--- src/rtl/motor_pkg.sv ---
// Shared encodings for the two-motor H-bridge drive controller.
package motor_pkg;

   localparam logic [1:0] DIR_OFF = 2'b00;
   localparam logic [1:0] DIR_FWD = 2'b01;
   localparam logic [1:0] DIR_REV = 2'b10;

   localparam logic [1:0] ST_IDLE = 2'b00;
   localparam logic [1:0] ST_RUN  = 2'b01;
   localparam logic [1:0] ST_DEAD = 2'b10;

endpackage

--- src/rtl/motor_channel.sv ---
// One bridge channel: duty ramping, IDLE/RUN/DEAD sequencing and the registered pin pair.
module motor_channel
   import motor_pkg::*;
#(
   parameter int unsigned PWM_W        = 8,
   parameter int unsigned RAMP_STEP    = 16,
   parameter int unsigned DEAD_PERIODS = 2
) (
   input  logic             clk,
   input  logic             rst,
   input  logic             pb,
   input  logic [PWM_W-1:0] cnt,
   input  logic [1:0]       cmd_dir,
   input  logic [PWM_W-1:0] target,
   output logic             pin_fwd,
   output logic             pin_rev,
   output logic [PWM_W-1:0] duty
);

   localparam int unsigned      DC_W = (DEAD_PERIODS > 1) ? $clog2(DEAD_PERIODS + 1) : 1;
   localparam logic [PWM_W-1:0] STEP = PWM_W'(RAMP_STEP);

   logic [1:0]       st_q;
   logic [1:0]       dir_q;
   logic [PWM_W-1:0] duty_q;
   logic [DC_W-1:0]  dead_q;
   logic [PWM_W-1:0] goal;
   logic [PWM_W-1:0] ramp_next;
   logic [PWM_W-1:0] first_step;
   logic             dead_last;

   // While the commanded direction disagrees with the running one, the ramp heads to zero.
   always_comb begin
      goal = (cmd_dir == dir_q) ? target : '0;
      if (duty_q < goal)
         ramp_next = ((goal - duty_q) > STEP) ? duty_q + STEP : goal;
      else
         ramp_next = ((duty_q - goal) > STEP) ? duty_q - STEP : goal;
      first_step = (target > STEP) ? STEP : target;
      dead_last  = (32'(dead_q) + 32'd1) >= DEAD_PERIODS;
   end

   always_ff @(posedge clk) begin
      if (rst) begin
         st_q    <= ST_IDLE;
         dir_q   <= DIR_OFF;
         duty_q  <= '0;
         dead_q  <= '0;
         pin_fwd <= 1'b0;
         pin_rev <= 1'b0;
      end else begin
         pin_fwd <= (st_q == ST_RUN) && (dir_q == DIR_FWD) && (cnt < duty_q);
         pin_rev <= (st_q == ST_RUN) && (dir_q == DIR_REV) && (cnt < duty_q);
         if (pb) begin
            case (st_q)
               ST_IDLE: begin
                  if ((cmd_dir != DIR_OFF) && (target != '0)) begin
                     st_q   <= ST_RUN;
                     dir_q  <= cmd_dir;
                     duty_q <= first_step;
                  end
               end
               ST_RUN: begin
                  duty_q <= ramp_next;
                  if ((cmd_dir != dir_q) && (ramp_next == '0)) begin
                     st_q   <= (cmd_dir == DIR_OFF) ? ST_IDLE : ST_DEAD;
                     dead_q <= '0;
                  end
               end
               ST_DEAD: begin
                  if (dead_last) begin
                     dead_q <= '0;
                     dir_q  <= cmd_dir;
                     if (cmd_dir == DIR_OFF) begin
                        st_q   <= ST_IDLE;
                        duty_q <= '0;
                     end else begin
                        st_q   <= ST_RUN;
                        duty_q <= first_step;
                     end
                  end else begin
                     dead_q <= dead_q + 1'b1;
                  end
               end
               default: st_q <= ST_IDLE;
            endcase
         end
      end
   end

   assign duty = duty_q;

endmodule

--- src/rtl/motor_drive_ctrl.sv ---
// Two-motor H-bridge drive controller: prescaled PWM, command decode and speed presets.
module motor_drive_ctrl
   import motor_pkg::*;
#(
   parameter int unsigned PWM_W        = 8,
   parameter int unsigned PRESCALE     = 20,
   parameter int unsigned SPD_LO       = 160,
   parameter int unsigned SPD_MID      = 208,
   parameter int unsigned SPD_HI       = 240,
   parameter int unsigned RAMP_STEP    = 16,
   parameter int unsigned DEAD_PERIODS = 2
) (
   input  logic             CLK,
   input  logic             rst,
   input  logic [1:0]       speed_sel,
   input  logic             StepEnable,
   input  logic             iS1,
   input  logic             iS2,
   input  logic             up,
   input  logic             down,
   input  logic             left,
   input  logic             right,
   output logic             IN1,
   output logic             IN2,
   output logic             IN3,
   output logic             IN4,
   output logic [PWM_W-1:0] duty_a,
   output logic [PWM_W-1:0] duty_b
);

   localparam int unsigned PS_W = (PRESCALE > 1) ? $clog2(PRESCALE) : 1;

   logic [PS_W-1:0]  presc_q;
   logic [PWM_W-1:0] cnt_q;
   logic             tick;
   logic             pb;
   logic [PWM_W-1:0] preset;
   logic [1:0]       dir_a_d, dir_b_d, dir_a_q, dir_b_q;
   logic [PWM_W-1:0] tgt_a_q, tgt_b_q;

   assign tick = (32'(presc_q) == PRESCALE - 1);
   assign pb   = tick && (cnt_q == '1);

   always_ff @(posedge CLK) begin
      if (rst) begin
         presc_q <= '0;
         cnt_q   <= '0;
      end else begin
         presc_q <= tick ? '0 : presc_q + 1'b1;
         if (tick) cnt_q <= cnt_q + 1'b1;
      end
   end

   always_comb begin
      case (speed_sel)
         2'b01:   preset = PWM_W'(SPD_LO);
         2'b10:   preset = PWM_W'(SPD_MID);
         2'b11:   preset = PWM_W'(SPD_HI);
         default: preset = '0;
      endcase
      dir_a_d = DIR_OFF;
      dir_b_d = DIR_OFF;
      if (StepEnable) begin
         case ({iS1, iS2})
            2'b00:   begin dir_a_d = DIR_FWD; dir_b_d = DIR_FWD; end
            2'b01:   dir_a_d = DIR_FWD;
            2'b10:   dir_b_d = DIR_FWD;
            default: ;
         endcase
      end else begin
         case ({up, down, left, right})
            4'b1000: begin dir_a_d = DIR_FWD; dir_b_d = DIR_FWD; end
            4'b1001: dir_a_d = DIR_FWD;
            4'b1010: dir_b_d = DIR_FWD;
            4'b0100: begin dir_a_d = DIR_REV; dir_b_d = DIR_REV; end
            4'b0101: dir_a_d = DIR_REV;
            4'b0110: dir_b_d = DIR_REV;
            default: ;
         endcase
      end
   end

   always_ff @(posedge CLK) begin
      if (rst) begin
         dir_a_q <= DIR_OFF;
         dir_b_q <= DIR_OFF;
         tgt_a_q <= '0;
         tgt_b_q <= '0;
      end else begin
         dir_a_q <= dir_a_d;
         dir_b_q <= dir_b_d;
         tgt_a_q <= (dir_a_d == DIR_OFF) ? '0 : preset;
         tgt_b_q <= (dir_b_d == DIR_OFF) ? '0 : preset;
      end
   end

   motor_channel #(
      .PWM_W(PWM_W), .RAMP_STEP(RAMP_STEP), .DEAD_PERIODS(DEAD_PERIODS)
   ) u_chan_a (
      .clk(CLK), .rst(rst), .pb(pb), .cnt(cnt_q), .cmd_dir(dir_a_q), .target(tgt_a_q),
      .pin_fwd(IN2), .pin_rev(IN1), .duty(duty_a)
   );

   motor_channel #(
      .PWM_W(PWM_W), .RAMP_STEP(RAMP_STEP), .DEAD_PERIODS(DEAD_PERIODS)
   ) u_chan_b (
      .clk(CLK), .rst(rst), .pb(pb), .cnt(cnt_q), .cmd_dir(dir_b_q), .target(tgt_b_q),
      .pin_fwd(IN3), .pin_rev(IN4), .duty(duty_b)
   );

endmodule
--- config.mk ---
export PLATFORM = sky130hd
export DESIGN_NAME = motor_drive_ctrl
export DESIGN_NICKNAME = d
export VERILOG_FILES = /design/src/rtl/motor_pkg.sv /design/src/rtl/motor_channel.sv /design/src/rtl/motor_drive_ctrl.sv
export SDC_FILE = /design/constraint.sdc
export NUM_CORES = 1
export LEC_CHECK = 0
export CELL_PAD_IN_SITES_DETAIL_PLACEMENT = 1
export CELL_PAD_IN_SITES_GLOBAL_PLACEMENT = 2
export CORE_UTILIZATION = 37
export CTS_BUF_LIST = sky130_fd_sc_hd__clkbuf_8
export CTS_CLUSTER_DIAMETER = 40
export CTS_CLUSTER_SIZE = 40
export DETAILED_ROUTE_END_ITERATION = 8
export GPL_TIMING_DRIVEN = 0
export HOLD_SLACK_MARGIN = 0.02
export PLACE_DENSITY_LB_ADDON = 0.15
export SYNTH_ARGS = -nofsm -noshare
export SYNTH_HDL_FRONTEND = slang
export SYNTH_SLANG_ARGS = --single-unit
--- constraint.sdc ---
create_clock -name CLK -period 4.4 [get_ports CLK]
set_input_delay 0.88 -clock CLK [delete_from_list [all_inputs] [get_ports CLK]]
set_output_delay 0.88 -clock CLK [all_outputs]
set_load 0.01 [all_outputs]
* Word-level counts from Yosys, hierarchy flattened *
Cells that the tools add are included.

word-level totals
  output and inout bits = 20
  register bits = 65
  input port bits = 11
  logic and storage cells = 173

cells by class
  order comparisons = 12
  equal/unequal tests = 31
  muxes and demuxes = 49
  add/sub/neg operators = 14
  reductions and logical operators = 49

operators by type and width
  cell                   count
  $mux W8                16
  $pmux W8 S3            3
  $ge A32 B2 Y1 const B  2
  $gt A8 B5 Y1 const B   6
  $mux W2                18
  $lt A8 B8 Y1           4
  $sub A8 B8 Y8          4
  $pmux W2 S2            6
  $reduce_and A4 Y1      6
  $reduce_or A2 Y1       9
  $add A8 B5 Y8 const B  2
  $logic_not A8 Y1       2
  $reduce_bool A8 Y1     2
  $sub A8 B5 Y8 const B  2
  $eq A2 B2 Y1 const B   7
  $logic_not A2 Y1       7
  $logic_and A1 B1 Y1    13
  $eq A2 B1 Y1 const B   6
  $eq A4 B3 Y1 const B   3
  $eq A4 B4 Y1 const B   3
  $pmux W2 S3            2
  $reduce_bool A2 Y1     6
  $add A8 B1 Y8 const B  1
  $eq A8 B8 Y1 const B   1
  other kinds (11)       24

* Logic depth before layout (Yosys ltp) *
Gate-level depths: netlist (run 1).

  depth in word-level cells = 10
  depth in mapped cells = 15
  mapped depth without buffers = 14

* Modules after synthesis *
A second synthesis (run 1) with hierarchy kept.

second synthesis, totals
  cell total of the unflattened synthesis = 666
  area, all modules = 5111.2 um2

by module, submodules not included
  module            area each (um2)  instances  cells an instance  sequential area each (um2)
  motor_channel     2085.8           2          282                320.3
  motor_drive_ctrl  939.7            1          102                460.4

* Worst setup path after synthesis (run 1) *
No wires, ideal clock.

  kind = register to register
  start = register u_chan_b.dir_q[0]
  end = register u_chan_b.st_q[1]
  setup slack = 1028 ps
  data required time = 4326 ps
  arrival time = 3298 ps
  path buffers = 1
  stages on the path, launching flop included = 15
  library setup time = 74 ps
  period minus slack after synthesis = 3372 ps
  cells stage by stage = dfxtp_1 xor2_1 nor2_1 nand2_1 inv_1 ha_1 buf_6 nor2b_1 o31a_1 or4_4 o22a_4 o221ai_2 o2111ai_2 or4_1 a31oi_1

on the way
  word-level cells in the longest chain between the ends = 10
  elaborated cells between the ends (all ways) = 15
  classes of those cells = add/sub: 2; order compare: 3; eq/ne: 3; mux: 4; reduce/logical: 3

ends and longest elaborated chain
  what                                     line                                      RTL
  from (decl)                              motor_channel.sv:24                       logic [1:0] dir_q;
  from (signal assigned)                   motor_channel.sv:59                       dir_q <= cmd_dir;
  from (signal assigned)                   motor_channel.sv:73                       dir_q <= cmd_dir;
  $eq A2 B2 Y1                             motor_channel.sv:34                       goal = (cmd_dir == dir_q) ? target : '0;
  $mux W8                                  motor_channel.sv:34
  $sub A8 B8 Y8, on equally long branches  motor_channel.sv:38, motor_channel.sv:36
  $gt A8 B5 Y1, on equally long branches   motor_channel.sv:38, motor_channel.sv:36
  $mux W8, on equally long branches        motor_channel.sv:38, motor_channel.sv:36
  $mux W8                                  motor_channel.sv:35                       if (duty_q < goal)
  $logic_not A8 Y1                         motor_channel.sv:65                       if ((cmd_dir != dir_q) && (ramp_next == '0)) begin
  $logic_and A1 B1 Y1 (*)                  motor_channel.sv:65
  $ne A2 B2 Y1 (no line) (*)               n/a
  $reduce_and A4 Y1 (no line) (*)          n/a
  to (signal assigned)                     motor_channel.sv:66                       st_q <= (cmd_dir == DIR_OFF) ? ST_IDLE : ST_DEAD;
  to (decl)                                motor_channel.sv:23                       logic [1:0] st_q;

Mark *: on every way between the ends. The rest lies on a longest branch, timed or not.
A chain may end at the register's enable or synchronous reset.

* Worst setup path in the final report (run 1) *
  start = register u_chan_b.dir_q[1]
  end = register u_chan_b.st_q[1]

The elaborated chain is that of the path after synthesis.

==> out/qor.csv, run 1 <==
stage,metric,value,unit
detailed_routing,ant_nets,0,
pwr,power_density,223,nW/um2
cts,clockBufferDepth,2,
cts,cts.sinks,55,
critical_path,r2r_cells,14,
pwr,peakVddDrop,109,uV
critical_path,worstReg2RegStart,u_chan_b.dir_q[1]$_SDFFE_PP0P_,
yosys,ys_seq_elements,55,
die,die_area,10500,um2
critical_path,slowest_delay,0.59,ns
yosys,syn-num-nets,506,
place,place_ws,0.487,ns
pwr,p_seq_frac,0.536,
sta,finalHoldViolCount,0,
die,io_pins,31,
detailed_routing,drc,0,
grt,grt_use_total,0.188,
sta,fin_skew,0.0115,ns
cts,cts_resized,0,
critical_path,arrival,4.20,ns
run,maxCapViolCount,0,
cts,cts_max_level,2,
detailed_routing,drt_iter0_markers,116,
grt,antenna_found_initial,0,
yosys,muxShareOfSynthArea,0.0215,
yosys,synth-xor-area-share,0.0471,
finish,areaGrowthSynthToFinish,14.6,%
cts,cts_buffers,5,
pwr,p_leak,1.66,nW
yosys,syn_avg_cell_area,8.31,um2
pwr,power_switching,0.270,mW
grt,grt_max_degree,17,
yosys,synthTopCellsByArea,"dfxtp_1, ha_1, nor2_1",
die,die_w,102,um
sta,rsz0062_at_grt,no,
cts,clk_latency,0.31,ns
sta,slew_viol_final,0,
place,dp_hpwl,7510,um
critical_path,criticalPathCategory,register to register,
die,die_h,102,um
yosys,synthFlopType,dfxtp_1,
detailed_routing,routedWlPerCell,14.9,um
critical_path,start_kind,register,
die,std_cell_rows,36,
sta,fmax,252,MHz
finish,diodes,0,
yosys,yosysTopAreaCellShare,0.296,
yosys,synth_top_family_by_area,simple AND/OR/NAND/NOR gates,
sta,worst_slew_pin_slew,0.714,ns
critical_path,crit_path_end_kind,register,
yosys,synth_compound_area_frac,0.203,
outcome,status,"complete, no violations",
yosys,syn_area,3720,um2
sta,finalSetupViolCount,0,
yosys,async_flop_share,0,
pwr,p_clk_frac,0.290,
sta,min_period,3.97,ns
pwr,power_frac_comb,0.174,
sta,min_period_over_period,0.902,
yosys,synth-simple-area-share,0.208,
critical_path,crit_path_start,u_chan_b.dir_q[1]$_SDFFE_PP0P_,
yosys,synth_warnings,0,
cts,clkTransAtPathRegs,0.10,ns
cts,cts_setup_buffers,0,
grt,grt_pass1_wl,15600,um
detailed_routing,vias,3285,
detailed_routing,drt_wl_total,9240,um
place,place.gp.congestion,0.807,
critical_path,critPathRequiredTime,4.63,ns
grt,grt_pass1_vias,3285,
cts,cts_root_buf,clkbuf_8,
detailed_routing,dr.pass1.iters,4,
critical_path,worstReg2RegEnd,u_chan_b.st_q[1]$_SDFFE_PP0P_,
critical_path,path_cells,"xor2_1, nor2_1, nand2_1, inv_1, ha_1, fa_1, nand2b_1, a21oi_1, or4_4, o22a_4, o221ai_2, o2111ai_2, or4_1, a31oi_1",
sta,timing.slew.headroom,0.523,
die,initial_utilization,0.381,
pwr,internal-power,0.680,mW
cts,cts_tree,yes,
finish,layout-drive-gt1-share,0.0454,
hold_path,min_from,presc_q[0]$_SDFF_PP0_,
sta,worst_slack,0.430,ns
place,port_buffers,29,
pwr,swShare,0.284,
yosys,ys_seq_area_frac,0.296,
die,fp.coreArea,9770,um2
critical_path,endpoint,u_chan_b.st_q[1]$_SDFFE_PP0P_,
sta,tns,0,ns
yosys,syn_inst,448,
yosys,synth_enable_flop_cells,0,
critical_path,slowest_stage,or4_4,
critical_path,cp_max_fo,7,
finish,nets,542,
yosys,synthAdderAreaFrac,0.162,
critical_path,rrSetupSlack,0.43,ns
hold_path,min_path_type,register to register,
yosys,ys_types,60,
grt,globalRoute.totalOverflow,0,
yosys,synth_top_area_cell,dfxtp_1,
detailed_routing,avgViaCountPerCell,5.32,
cts,ctsHoldBuffers,0,
-- critical path, delay by kind of cell, from the launching register on --
family	cells	cell delay [ns]
AOI/OAI and AO/OA	5	1.09
buffers and inverters	1	0.21
and+or+nand+nor	5	1.63
xor gates and xnor gates	1	0.17
adders and majority gates	2	0.43
DFF	1	0.36
-- flip-flops by register name, summed over array words and instances (netlist names), 3 cells and up --
name,count
cnt_q,8
u_chan_a.duty,8
presc_q,5
tgt_b_q,3
tgt_a_q,3
u_chan_b.duty,8
-- stage by stage --
step / util / hold WS, ns / instances / power, mW / instance area, um2
2_1_floorplan: - / 0.418 / 448 / 0.640 / 3720
3_3_place_gp: 0.428 / 0.434 / 610 / 0.683 / 4180
3_5_place_dp: 0.428 / 0.453 / 610 / 0.686 / 4180
4_1_cts: 0.436 / 0.468 / 618 / 0.969 / 4260
5_1_grt: 0.436 / 0.493 / 618 / 1.00 / 4260
6_report: 0.436 / 0.465 / 618 / 0.950 / 4260
-- logic make-up after synthesis --
logic type      Yosys count
mux                       8
buf+inv                  60
flops                    55
compound gates          104
simple gates            154
fa+ha+maj                47
xor+xnor                 20
-- cell usage in the layout (no fill, tap or decap), drive strengths merged, types with 5 or more instances in the layout --
cell           Yosys  layout
inv               46      47
mux2i              8       8
o211ai             6       6
o21ai             12      12
a2111oi            5       5
a31oi              7       7
or3                6       6
nand2b             7       7
clkdlybuf4s50      0      29
xor2              10      10
nor2              55      55
nor3              19      19
nand4              6       6
nand3              9       9
clkbuf            11      16
nand2             18      18
xnor2             10      10
ha                45      45
a21oi             23      23
a21o              15      15
dfxtp             55      55
or2                8       8
nor2b              9       9
-- synth_stat cells, types with 6 or more instances --
| cell type | number |
|---|---|
| nand2b_1 | 7 |
| mux2i_1 | 8 |
| xor2_1 | 10 |
| nand4_1 | 6 |
| ha_1 | 45 |
| o21ai_0 | 10 |
| a31oi_1 | 7 |
| dfxtp_1 | 55 |
| nor3_1 | 19 |
| a21o_1 | 15 |
| nor2b_1 | 9 |
| nor2_1 | 55 |
| nand2_1 | 18 |
| clkbuf_1 | 11 |
| nand3_1 | 9 |
| inv_1 | 46 |
| a21oi_1 | 23 |
| or3_1 | 6 |
| o211ai_1 | 6 |
| xnor2_1 | 10 |
-- how the worst min path moves through the flow --
stage | to | slack [ns] | cells after the start
after floorplan | presc_q[0]$_SDFF_PP0_ | 0.42 | 1
after global placement | presc_q[0]$_SDFF_PP0_ | 0.43 | 1
after global routing | presc_q[0]$_SDFF_PP0_ | 0.49 | 1
after CTS | presc_q[0]$_SDFF_PP0_ | 0.47 | 1
after detailed placement | presc_q[0]$_SDFF_PP0_ | 0.45 | 1
final | presc_q[0]$_SDFF_PP0_ | 0.47 | 1
-- routing by layer --
layer  wire [um]  GRT usage  vias up
met4          31     0.0319        0
met5           0          0        -
met3         217     0.0233        2
met2        4390      0.328       37
met1        4600      0.252     1593
li1            -          -     1653
-- power by group through the flow --
stage          clock [mW]  sequential (mW)  combinational, mW
4_1_cts             0.293            0.510              0.166
3_5_place_dp            0            0.521              0.165
2_1_floorplan           0            0.519              0.121
3_3_place_gp            0            0.520              0.162
6_report            0.275            0.509              0.165
5_1_grt             0.308            0.511              0.184
-- area by class of cell --
class	count	area [um2]
Buffer	14	61.3
Sequential cell	55	1100
Tap cell	133	166
Clock buffer	5	68.8
Inverter	46	173
Multi-Input combinational cell	333	2390
Timing Repair Buffer	29	290
Clock inverter	3	16.3
Fill cell	1196	5510
(Power assumes the default switching activity.)
==> run 2, diff against run 1 <==
--- a/config.mk
+++ b/config.mk
@@ -9,3 +9,3 @@
 export CELL_PAD_IN_SITES_GLOBAL_PLACEMENT = 2
-export CORE_UTILIZATION = 37
+export CORE_UTILIZATION = 25
 export CTS_BUF_LIST = sky130_fd_sc_hd__clkbuf_8
==> constraint.sdc (replaced) <==
create_clock -name CLK -period 4.4 [get_ports CLK]
set_input_delay 0.66 -clock CLK [delete_from_list [all_inputs] [get_ports CLK]]
set_output_delay 0.66 -clock CLK [all_outputs]
set_load 0.01 [all_outputs]
==> run 2 against run 1 <==
  * Power is 8.6% higher
  * Clock power is 29% higher
  * Clock skew hardly changed
  * Sequential share of layout area is 0.51 points lower
  * Critical path type unchanged
  * Critical endpoint is now u_chan_b.dead_q[1]$_SDFFE_PP0P_
==> out/qor.csv, run 2 (synthesized netlist as in run 1, its figures left out) <==
stage,metric,value,unit,change
outcome,status,"complete, no violations",,unchanged
detailed_routing,dr.pass1.iters,4,,unchanged
sta,slew_viol_final,0,,unchanged
place,placedCellCount,661,,was 610
sta,rsz0062_at_grt,no,,unchanged
sta,timing.slew.headroom,0.404,,was 0.523
sta,finalSetupViolCount,0,,unchanged
die,die_w,124,um,was 102 um
cts,cts.sinks,55,,unchanged
detailed_routing,drc,0,,unchanged
sta,finalHoldViolCount,0,,unchanged
critical_path,endpoint,u_chan_b.dead_q[1]$_SDFFE_PP0P_,,was u_chan_b.st_q[1]$_SDFFE_PP0P_
finish,diodes,0,,unchanged
critical_path,arrival,4.24,ns,was 4.20 ns
critical_path,rrSetupSlack,0.43,ns,about the same
place,port_buffers,29,,unchanged
cts,clk_latency,0.34,ns,was 0.31 ns
grt,grt_pass1_wl,17200,um,was 15600 um
critical_path,worstReg2RegStart,u_chan_b.dir_q[0]$_SDFFE_PP0P_,,was u_chan_b.dir_q[1]$_SDFFE_PP0P_
finish,layout-drive-gt1-share,0.0455,,was 0.0454
critical_path,worstReg2RegEnd,u_chan_b.dead_q[1]$_SDFFE_PP0P_,,was u_chan_b.st_q[1]$_SDFFE_PP0P_
sta,worst_slew_pin_slew,0.891,ns,was 0.714 ns
run,maxCapViolCount,0,,unchanged
critical_path,start_kind,register,,unchanged
sta,fin_skew,0.0112,ns,was 0.0115 ns
detailed_routing,routedWlPerCell,15.4,um,was 14.9 um
die,std_cell_rows,44,,was 36
detailed_routing,drt_iter0_markers,89,,was 116
die,die_area,15400,um2,was 10500 um2
critical_path,crit_path_end_kind,register,,unchanged
finish,nets,542,,unchanged
cts,cts_setup_buffers,0,,unchanged
die,die_h,124,um,was 102 um
hold_path,min_path_type,register to register,,unchanged
detailed_routing,vias,3236,,was 3285
cts,cts_buffers,5,,unchanged
finish,final_cell_mix,"nor2_1, dfxtp_1, inv_1",,unchanged
cts,ctsHoldBuffers,0,,unchanged
place,dp_hpwl,8200,um,was 7510 um
cts,cts_root_buf,clkbuf_8,,unchanged
grt,grt_pass1_vias,3373,,was 3285
place,place.gp.congestion,0.712,,was 0.807
pwr,power_density,237,nW/um2,was 223 nW/um2
die,io_pins,31,,unchanged
cts,cts_max_level,2,,unchanged
die,initial_utilization,0.256,,was 0.381
detailed_routing,drt_wl_total,10300,um,was 9240 um
sta,min_period,3.97,ns,about the same
critical_path,criticalPathCategory,register to register,,unchanged
pwr,p_leak,1.66,nW,about the same
detailed_routing,ant_nets,0,,unchanged
grt,grt_use_total,0.146,,was 0.188
die,fp.coreArea,14500,um2,was 9770 um2
sta,tns,0,ns,unchanged
sta,fmax,252,MHz,about the same
finish,final_cells,668,,was 618
cts,cts_resized,0,,unchanged
cts,cts_tree,yes,,unchanged
grt,antenna_found_initial,0,,unchanged
grt,grt_max_degree,17,,unchanged
finish,areaGrowthSynthToFinish,16.8,%,was 14.6%
critical_path,crit_path_start,u_chan_b.dir_q[0]$_SDFFE_PP0P_,,was u_chan_b.dir_q[1]$_SDFFE_PP0P_
grt,globalRoute.totalOverflow,0,,unchanged
critical_path,r2r_cells,14,,unchanged
cts,clkTransAtPathRegs,0.10,ns,about the same
detailed_routing,avgViaCountPerCell,4.84,,was 5.32
sta,min_period_over_period,0.902,,about the same
critical_path,critPathRequiredTime,4.68,ns,was 4.63 ns
critical_path,cp_max_fo,7,,unchanged
cts,clockBufferDepth,2,,unchanged
pwr,peakVddDrop,101,uV,was 109 uV
[run 2: how the worst min path moves through the flow]
stage | startpoint | endpoint | slack [ns] | depth (start not counted)
final | presc_q[0]$_SDFF_PP0_ | presc_q[0]$_SDFF_PP0_ | 0.47 | 1
after global routing | presc_q[0]$_SDFF_PP0_ | presc_q[0]$_SDFF_PP0_ | 0.50 | 1
after CTS | presc_q[0]$_SDFF_PP0_ | presc_q[0]$_SDFF_PP0_ | 0.48 | 1
after detailed placement | u_chan_b.dead_q[0]$_SDFFE_PP0P_ | u_chan_b.dead_q[0]$_SDFFE_PP0P_ | 0.45 | 1
after global placement | presc_q[0]$_SDFF_PP0_ | presc_q[0]$_SDFF_PP0_ | 0.43 | 1
after floorplan | presc_q[0]$_SDFF_PP0_ | presc_q[0]$_SDFF_PP0_ | 0.42 | 1
[run 2: through the flow]
stage	power, mW	hold WS, ns	util	setup slack, ns	cell area, um2
after global routing	1.09	0.499	0.299	0.0342	4350
after global placement	0.688	0.432	0.292	0.462	4240
after CTS	1.05	0.476	0.299	0.402	4350
after detailed placement	0.690	0.453	0.292	0.420	4240
final	1.03	0.468	0.299	0.433	4350
after floorplan	0.640	0.418	-	1.03	3720
[run 2: metal layers]
| layer | global-route usage | wire length [um] |
|---|---|---|
| met1 | 0.196 | 5170 |
| met2 | 0.239 | 4760 |
| met3 | 0.0330 | 269 |
| met4 | 0.0290 | 75 |
| met5 | 0 | 0 |
[run 2: area by class of cell]
class	instances	area, um2
buffer	14	61.3
inverter	46	173
clock inverter	2	37.5
multi-input combinational	333	2390
timing repair buffer	29	290
sequential	55	1100
fill	1746	10200
tap	184	230
clock buffer	5	68.8
[run 2: where the power goes]
group / total (mW) / switching, mW / internal (mW) / leakage, nW
registers: 0.509 / 0.00536 / 0.504 / 0.445
clock network: 0.354 / 0.187 / 0.167 / 0.0502
logic: 0.168 / 0.102 / 0.0658 / 1.17
[run 2: worst max-delay path, cell delays in order (launching register included)]
cell,delay (ns)
dfxtp_1,0.35
xor2_1,0.17
nor2_1,0.26
nand2_1,0.21
inv_1,0.22
ha_1,0.22
fa_1,0.20
nand2b_1,0.11
a21oi_1,0.17
or4_4,0.59
o22a_4,0.26
o221ai_2,0.23
o2111ai_2,0.26
a2111oi_2,0.48
a22o_1,0.19
==> run 3, diff against run 2 <==
Settings changed: SLEW_MARGIN from default to 20, TNS_END_PERCENT from default to 1.
==> results of run 3 <==
Same layout as run 2: the final DEF is identical, and so are final timing and power.
